--- src/rtl/uart_tx_frame_arbiter_if.sv ---
// Handshake bundle between two payload requesters, the frame arbiter and a byte-wide UART transmitter.
interface uart_tx_frame_arbiter_if;
   logic [7:0] s0_data;
   logic       s0_valid;
   logic       s0_last;
   logic       s0_ready;
   logic [7:0] s1_data;
   logic       s1_valid;
   logic       s1_last;
   logic       s1_ready;
   logic [7:0] tx_data;
   logic       tx_start;
   logic       tx_busy;
   logic [1:0] grant;
   logic       frame_active;

   modport slave (
      input  s0_data, s0_valid, s0_last, s1_data, s1_valid, s1_last, tx_busy,
      output s0_ready, s1_ready, tx_data, tx_start, grant, frame_active
   );

   modport master (
      output s0_data, s0_valid, s0_last, s1_data, s1_valid, s1_last, tx_busy,
      input  s0_ready, s1_ready, tx_data, tx_start, grant, frame_active
   );
endinterface

--- src/rtl/uart_tx_frame_arbiter.sv ---
// Round-robin framer for two requesters: SOF, source ID, payload, optional XOR checksum.
// Define UART_ARB_CHECKSUM_EN to append the checksum byte after the payload.
module uart_tx_frame_arbiter #(
   parameter logic [7:0] SOF_BYTE = 8'hAA,
   parameter logic [7:0] ID0      = 8'h00,
   parameter logic [7:0] ID1      = 8'h01
) (
   input logic                    clk,
   input logic                    reset_n,
   uart_tx_frame_arbiter_if.slave bus
);

`ifdef UART_ARB_CHECKSUM_EN
   typedef enum logic [2:0] {ST_IDLE, ST_SOF, ST_ID, ST_PAY, ST_CSUM} frame_state_t;
`else
   typedef enum logic [1:0] {ST_IDLE, ST_SOF, ST_ID, ST_PAY} frame_state_t;
`endif
   typedef enum logic [1:0] {BY_ISSUE, BY_WAIT_HI, BY_WAIT_LO} byte_state_t;

   frame_state_t state;
   frame_state_t state_after;
   byte_state_t  byte_st;
   logic         owner;
   logic         last_served;
   logic         pay_last;
   logic         pick;
   logic         own_valid;
   logic         own_last;
   logic [7:0]   own_data;
   logic [7:0]   own_id;
   logic [7:0]   issue_byte;
`ifdef UART_ARB_CHECKSUM_EN
   logic [7:0]   csum;
`endif

   assign own_valid = owner ? bus.s1_valid : bus.s0_valid;
   assign own_last  = owner ? bus.s1_last  : bus.s0_last;
   assign own_data  = owner ? bus.s1_data  : bus.s0_data;
   assign own_id    = owner ? ID1 : ID0;
   // A tie goes to the source that did not own the previous frame.
   assign pick = (bus.s0_valid && bus.s1_valid) ? ~last_served : bus.s1_valid;

   always_comb begin
      // NOTE: defaults first, so every path assigns both outputs and no latch is inferred.
      issue_byte  = own_data;
      state_after = ST_IDLE;
      case (state)
         ST_SOF: begin
            issue_byte  = SOF_BYTE;
            state_after = ST_ID;
         end
         ST_ID: begin
            issue_byte  = own_id;
            state_after = ST_PAY;
         end
         ST_PAY: begin
`ifdef UART_ARB_CHECKSUM_EN
            state_after = pay_last ? ST_CSUM : ST_PAY;
`else
            state_after = pay_last ? ST_IDLE : ST_PAY;
`endif
         end
`ifdef UART_ARB_CHECKSUM_EN
         ST_CSUM: begin
            issue_byte  = csum;
            state_after = ST_IDLE;
         end
`endif
         default: ;
      endcase
   end

   always_ff @(posedge clk or negedge reset_n) begin
      if (!reset_n) begin
         state            <= ST_IDLE;
         byte_st          <= BY_ISSUE;
         owner            <= 1'b0;
         last_served      <= 1'b1;
         pay_last         <= 1'b0;
         bus.tx_start     <= 1'b0;
         bus.tx_data      <= 8'h00;
         bus.s0_ready     <= 1'b0;
         bus.s1_ready     <= 1'b0;
         bus.grant        <= 2'b00;
         bus.frame_active <= 1'b0;
`ifdef UART_ARB_CHECKSUM_EN
         csum             <= 8'h00;
`endif
      end else begin
         // NOTE: non-blocking throughout; strobes default low so each pulse lasts one cycle.
         bus.tx_start <= 1'b0;
         bus.s0_ready <= 1'b0;
         bus.s1_ready <= 1'b0;
         if (state == ST_IDLE) begin
            if (bus.s0_valid || bus.s1_valid) begin
               owner            <= pick;
               last_served      <= pick;
               bus.grant        <= pick ? 2'b10 : 2'b01;
               bus.frame_active <= 1'b1;
               pay_last         <= 1'b0;
               state            <= ST_SOF;
               byte_st          <= BY_ISSUE;
`ifdef UART_ARB_CHECKSUM_EN
               csum             <= pick ? ID1 : ID0;
`endif
            end
         end else begin
            case (byte_st)
               BY_ISSUE: begin
                  // Payload bytes wait for the owner's valid; header bytes only for the transmitter.
                  if (!bus.tx_busy && (state != ST_PAY || own_valid)) begin
                     bus.tx_start <= 1'b1;
                     bus.tx_data  <= issue_byte;
                     byte_st      <= BY_WAIT_HI;
                     if (state == ST_PAY) begin
                        bus.s0_ready <= ~owner;
                        bus.s1_ready <= owner;
                        pay_last     <= own_last;
`ifdef UART_ARB_CHECKSUM_EN
                        csum         <= csum ^ own_data;
`endif
                     end
                  end
               end
               BY_WAIT_HI: if (bus.tx_busy) byte_st <= BY_WAIT_LO;
               BY_WAIT_LO: begin
                  if (!bus.tx_busy) begin
                     byte_st <= BY_ISSUE;
                     state   <= state_after;
                     if (state_after == ST_IDLE) begin
                        bus.grant        <= 2'b00;
                        bus.frame_active <= 1'b0;
                     end
                  end
               end
               default: byte_st <= BY_ISSUE;
            endcase
         end
      end
   end

endmodule

--- src/flat_wrapper.sv ---
// flat-port wrapper written by rule: the top's interface ports become plain ports
module uart_tx_frame_arbiter_flat 
#(
   parameter logic [7:0] SOF_BYTE = 8'hAA,
   parameter logic [7:0] ID0      = 8'h00,
   parameter logic [7:0] ID1      = 8'h01
)
  (clk, reset_n, bus_s0_data, bus_s0_valid, bus_s0_last, bus_s1_data, bus_s1_valid, bus_s1_last, bus_tx_busy, bus_s0_ready, bus_s1_ready, bus_tx_data, bus_tx_start, bus_grant, bus_frame_active);
  uart_tx_frame_arbiter_if bus_i ();
  input logic clk;
  input logic reset_n;
  input wire logic [$bits(bus_i.s0_data)-1:0] bus_s0_data;
  input wire logic [$bits(bus_i.s0_valid)-1:0] bus_s0_valid;
  input wire logic [$bits(bus_i.s0_last)-1:0] bus_s0_last;
  input wire logic [$bits(bus_i.s1_data)-1:0] bus_s1_data;
  input wire logic [$bits(bus_i.s1_valid)-1:0] bus_s1_valid;
  input wire logic [$bits(bus_i.s1_last)-1:0] bus_s1_last;
  input wire logic [$bits(bus_i.tx_busy)-1:0] bus_tx_busy;
  output wire logic [$bits(bus_i.s0_ready)-1:0] bus_s0_ready;
  output wire logic [$bits(bus_i.s1_ready)-1:0] bus_s1_ready;
  output wire logic [$bits(bus_i.tx_data)-1:0] bus_tx_data;
  output wire logic [$bits(bus_i.tx_start)-1:0] bus_tx_start;
  output wire logic [$bits(bus_i.grant)-1:0] bus_grant;
  output wire logic [$bits(bus_i.frame_active)-1:0] bus_frame_active;
  assign bus_i.s0_data = bus_s0_data;
  assign bus_i.s0_valid = bus_s0_valid;
  assign bus_i.s0_last = bus_s0_last;
  assign bus_i.s1_data = bus_s1_data;
  assign bus_i.s1_valid = bus_s1_valid;
  assign bus_i.s1_last = bus_s1_last;
  assign bus_i.tx_busy = bus_tx_busy;
  assign bus_s0_ready = bus_i.s0_ready;
  assign bus_s1_ready = bus_i.s1_ready;
  assign bus_tx_data = bus_i.tx_data;
  assign bus_tx_start = bus_i.tx_start;
  assign bus_grant = bus_i.grant;
  assign bus_frame_active = bus_i.frame_active;
  uart_tx_frame_arbiter #(.SOF_BYTE(SOF_BYTE), .ID0(ID0), .ID1(ID1)) u_core (.clk(clk), .reset_n(reset_n), .bus(bus_i));
endmodule
--- config.mk ---
export PLATFORM = sky130hd
export DESIGN_NAME = uart_tx_frame_arbiter_flat
export DESIGN_NICKNAME = d
export VERILOG_FILES = /design/src/rtl/uart_tx_frame_arbiter_if.sv /design/src/rtl/uart_tx_frame_arbiter.sv /design/src/flat_wrapper.sv
export SDC_FILE = /design/constraint.sdc
export NUM_CORES = 1
export LEC_CHECK = 0
export BUFFER_PORTS_ARGS = -buffer_cell sky130_fd_sc_hd__buf_4
export CORE_MARGIN = 3
export CORE_UTILIZATION = 53
export CTS_CLUSTER_DIAMETER = 200
export DETAILED_ROUTE_END_ITERATION = 6
export PLACE_DENSITY_LB_ADDON = 0.15
export SLEW_MARGIN = 20
export SYNTH_ARGS = -nofsm -noshare
export SYNTH_HDL_FRONTEND = slang
export SYNTH_SLANG_ARGS = --single-unit
--- constraint.sdc ---
create_clock -name clk -period 3.37 [get_ports clk]
set_input_delay 0.674 -clock clk [delete_from_list [all_inputs] [get_ports clk]]
set_output_delay 0.674 -clock clk [all_outputs]
set_load 0.02 [all_outputs]
==> out/results.ini <==
[run_status]
status = finished clean

[synth]
synth_top_area_frac = 0.4306
synth_ff_type = dfrtp_1
synth_adder_area_share = 0.04306
synth_top_family_by_area = compound AO/OA/AOI/OAI gates
synth-xor-area-share = 0.007535
synth_area_um2 = 1162
synthSimpleGateAreaFrac = 0.1421
synthCells = 114
synthTopCellsByCount = dfrtp_1 (20), nand2_1 (16), o31ai_1 (8)
synth_top_area_cell = dfrtp_1
synth_area_leaders = dfrtp_1 (43%), nand2_1 (5.2%), o31ai_1 (5.2%)
synth_edf_count = 0
async_flop_share = 1.000
synth.avg_cell_area_um2 = 10.20
synth_cell_types = 36
ys_seq_elements = 21
yosys_warnings = 0
synth.most_common_cell = dfrtp_1
synth-compound-area-share = 0.1991
syn_nets = 141
post_synth_mux_area_share = 0.09150
ys_seq_area_frac = 0.4532

[placement]
place_ws_ns = 1.169
routabilityCongestion = 0.8098
io_buffers = 36
dp_hpwl_um = 1948

[die]
die_x_um = 52.83
row_count = 16
initial_utilization = 0.5749
core_area_um2 = 2022
die_h_um = 52.83
num_io_pins = 37
dieArea_um2 = 2791

[critical_path]
reg2reg_depth = 5
arrival_ns = 2.44
reg2reg_to = u_core.bus.grant[1]
required_ns = 3.56
r2r_start = u_core.state[1]
critPathLaunchType = flop
r2r_setup_slack_ns = 1.12
end_kind = flop
path_max_fanout = 19
crit_end = u_core.bus.grant[1]
cp-startpoint = u_core.state[1]
critical_path_class = flop to flop

[cells_and_area]
area_delta_synth_final_pct = 23.79
fillers = 161
drive_gt1_frac = 0.3425
n_antenna_cell = 0
layout.nets = 174
finish.utilization = 0.7116

[timing]
setup_violations = 0
rsz0062_at_grt = false
clock_skew_ns = 0.006192
fin_ws_ns = 1.116
hold_violations = 0
post-route-period-util = 0.6688
setup-tns-final_ns = 0
period_minus_slack_ns = 2.254
relSlewSlack = 0.5748
fmax_mhz = 443.7
slew_viol_final = 0
worst_pin_slew_ns = 0.6377
fin_hold_ws_ns = 0.2331

[power]
power_w = 0.001306
powerDensity_nw_per_um2 = 907.9
ir_worst_vdd_mv = 0.5948
leakage_nw = 0.7037

[job]
cap_violations = 0

[clock_tree]
cts_root_buf = clkbuf_4
cts_setup_buffers = 0
numClockSinks = 21
cts_made_buffers = 3
cts_resized = 0
hold_buffers = 0
cts_tree = yes
h-tree-depth = 1
cts_buffer_depth = 2
clock_latency_ns = 0.30
path_clk_slew_ns = 0.12

[global_route]
overflow = 0
grt_pass1_vias = 950
grt_max_degree = 22
grt_pass1_wl_um = 4112
antenna_found_initial = 0
groute.usage.overall = 0.2057

[routing]
routed_wl_um = 2530
vias_per_cell = 5.399
drt-wirelength-per-cell_um = 14.62
ant_nets = 0
vias = 934
drt_pass1_iterations = 4
drt_iter0_markers = 20
drc = 0

[min_path]
hp-class = input pin to async pin

-- cells by family (layout without fill, tap and decap cells) --
| kind of cell | Yosys count | count (layout) |
|---|---|---|
| and+or+nand+nor | 34 | 34 |
| AOI/OAI and AO/OA | 32 | 32 |
| DFF | 21 | 21 |
| xor gates and xnor gates | 1 | 1 |
| muxes | 9 | 9 |
| adders and majority gates | 4 | 4 |
| buffers and inverters | 13 | 45 |
-- worst max-delay path: stages, from the launching register on --
cell and delay [ns]:
dfrtp_1 0.46, inv_1 0.11, ha_1 0.39, o41ai_2 0.61, and2b_4 0.27, mux2_4 0.30
-- state kept, by name, summed over array words and instances, names as in the netlist --
register / flops
u_core.bus.s0_ready: 1
u_core.pay_last: 1
u_core.bus.tx_data: 8
u_core.state: 2
u_core.bus.grant: 2
u_core.bus.s1_ready: 1
u_core.byte_st: 2
u_core.owner: 1
u_core.bus.tx_start: 1
u_core.last_served: 1
u_core.bus.frame_active: 1
-- metrics by stage --
stage | area [um^2] | std cells
6_report | 1439 | 173
5_1_grt | 1439 | 173
4_1_cts | 1439 | 173
3_5_place_dp | 1411 | 169
3_3_place_gp | 1411 | 169
2_1_floorplan | 1162 | 114
-- report_power, final --
part	switching [W]	internal (W)
Clock	0.0000760	0.0000441
Sequential	0.000115	0.000359
Combinational	0.000392	0.000320
Total	0.000583	0.000723
-- area by class of cell --
| type | instances | area, um^2 | share of cell area |
|---|---|---|---|
| Multi-Input combinational cell | 80 | 561.8 | 0.3904 |
| Clock buffer | 3 | 22.52 | 0.01565 |
| Inverter | 5 | 18.77 | 0.01304 |
| Sequential cell | 21 | 526.8 | 0.3661 |
| Tap cell | 27 | 33.78 | 0.02348 |
| Clock inverter | 1 | 5.005 | 0.003478 |
| Timing Repair Buffer | 36 | 270.3 | 0.1878 |
-- how the worst min path moves through the flow --
stage | endpoint | slack [ns]
3_3_place_gp | u_core.bus.tx_data[3] | 0.46
6_report | u_core.bus.frame_active | 0.23
4_1_cts | u_core.bus.frame_active | 0.24
2_1_floorplan | u_core.bus.frame_active | 0.38
5_1_grt | u_core.bus.frame_active | 0.22
3_5_place_dp | u_core.bus.tx_data[2] | 0.47
-- layout by cell type, fill, tap and decap left out, types with 2 or more instances in the layout --
| cell type | instances |
|---|---|
| ha_1 | 4 |
| o21ai_0 | 5 |
| a21oi_1 | 4 |
| clkbuf_4 | 3 |
| mux2_4 | 3 |
| nor2b_1 | 5 |
| mux2i_1 | 5 |
| nand2b_1 | 2 |
| nand2_1 | 16 |
| a31oi_1 | 3 |
| buf_4 | 36 |
| dfrtp_1 | 20 |
| nor2_1 | 4 |
| inv_1 | 4 |
| nor3_1 | 2 |
| o31ai_1 | 8 |
| a211oi_1 | 4 |
-- routing by layer --
metal / global-route usage / routed length (um) / vias to the layer above / part of all wire
li1: - / - / 472 / -
met1: 0.2304 / 1064 / 431 / 0.42
met2: 0.3657 / 1317 / 29 / 0.52
met3: 0.04843 / 126 / 2 / 0.050
met4: 0.08936 / 21 / 0 / 0.0083
met5: 0 / 0 / - / 0
Note: power is estimated with default switching activity, not from simulation.
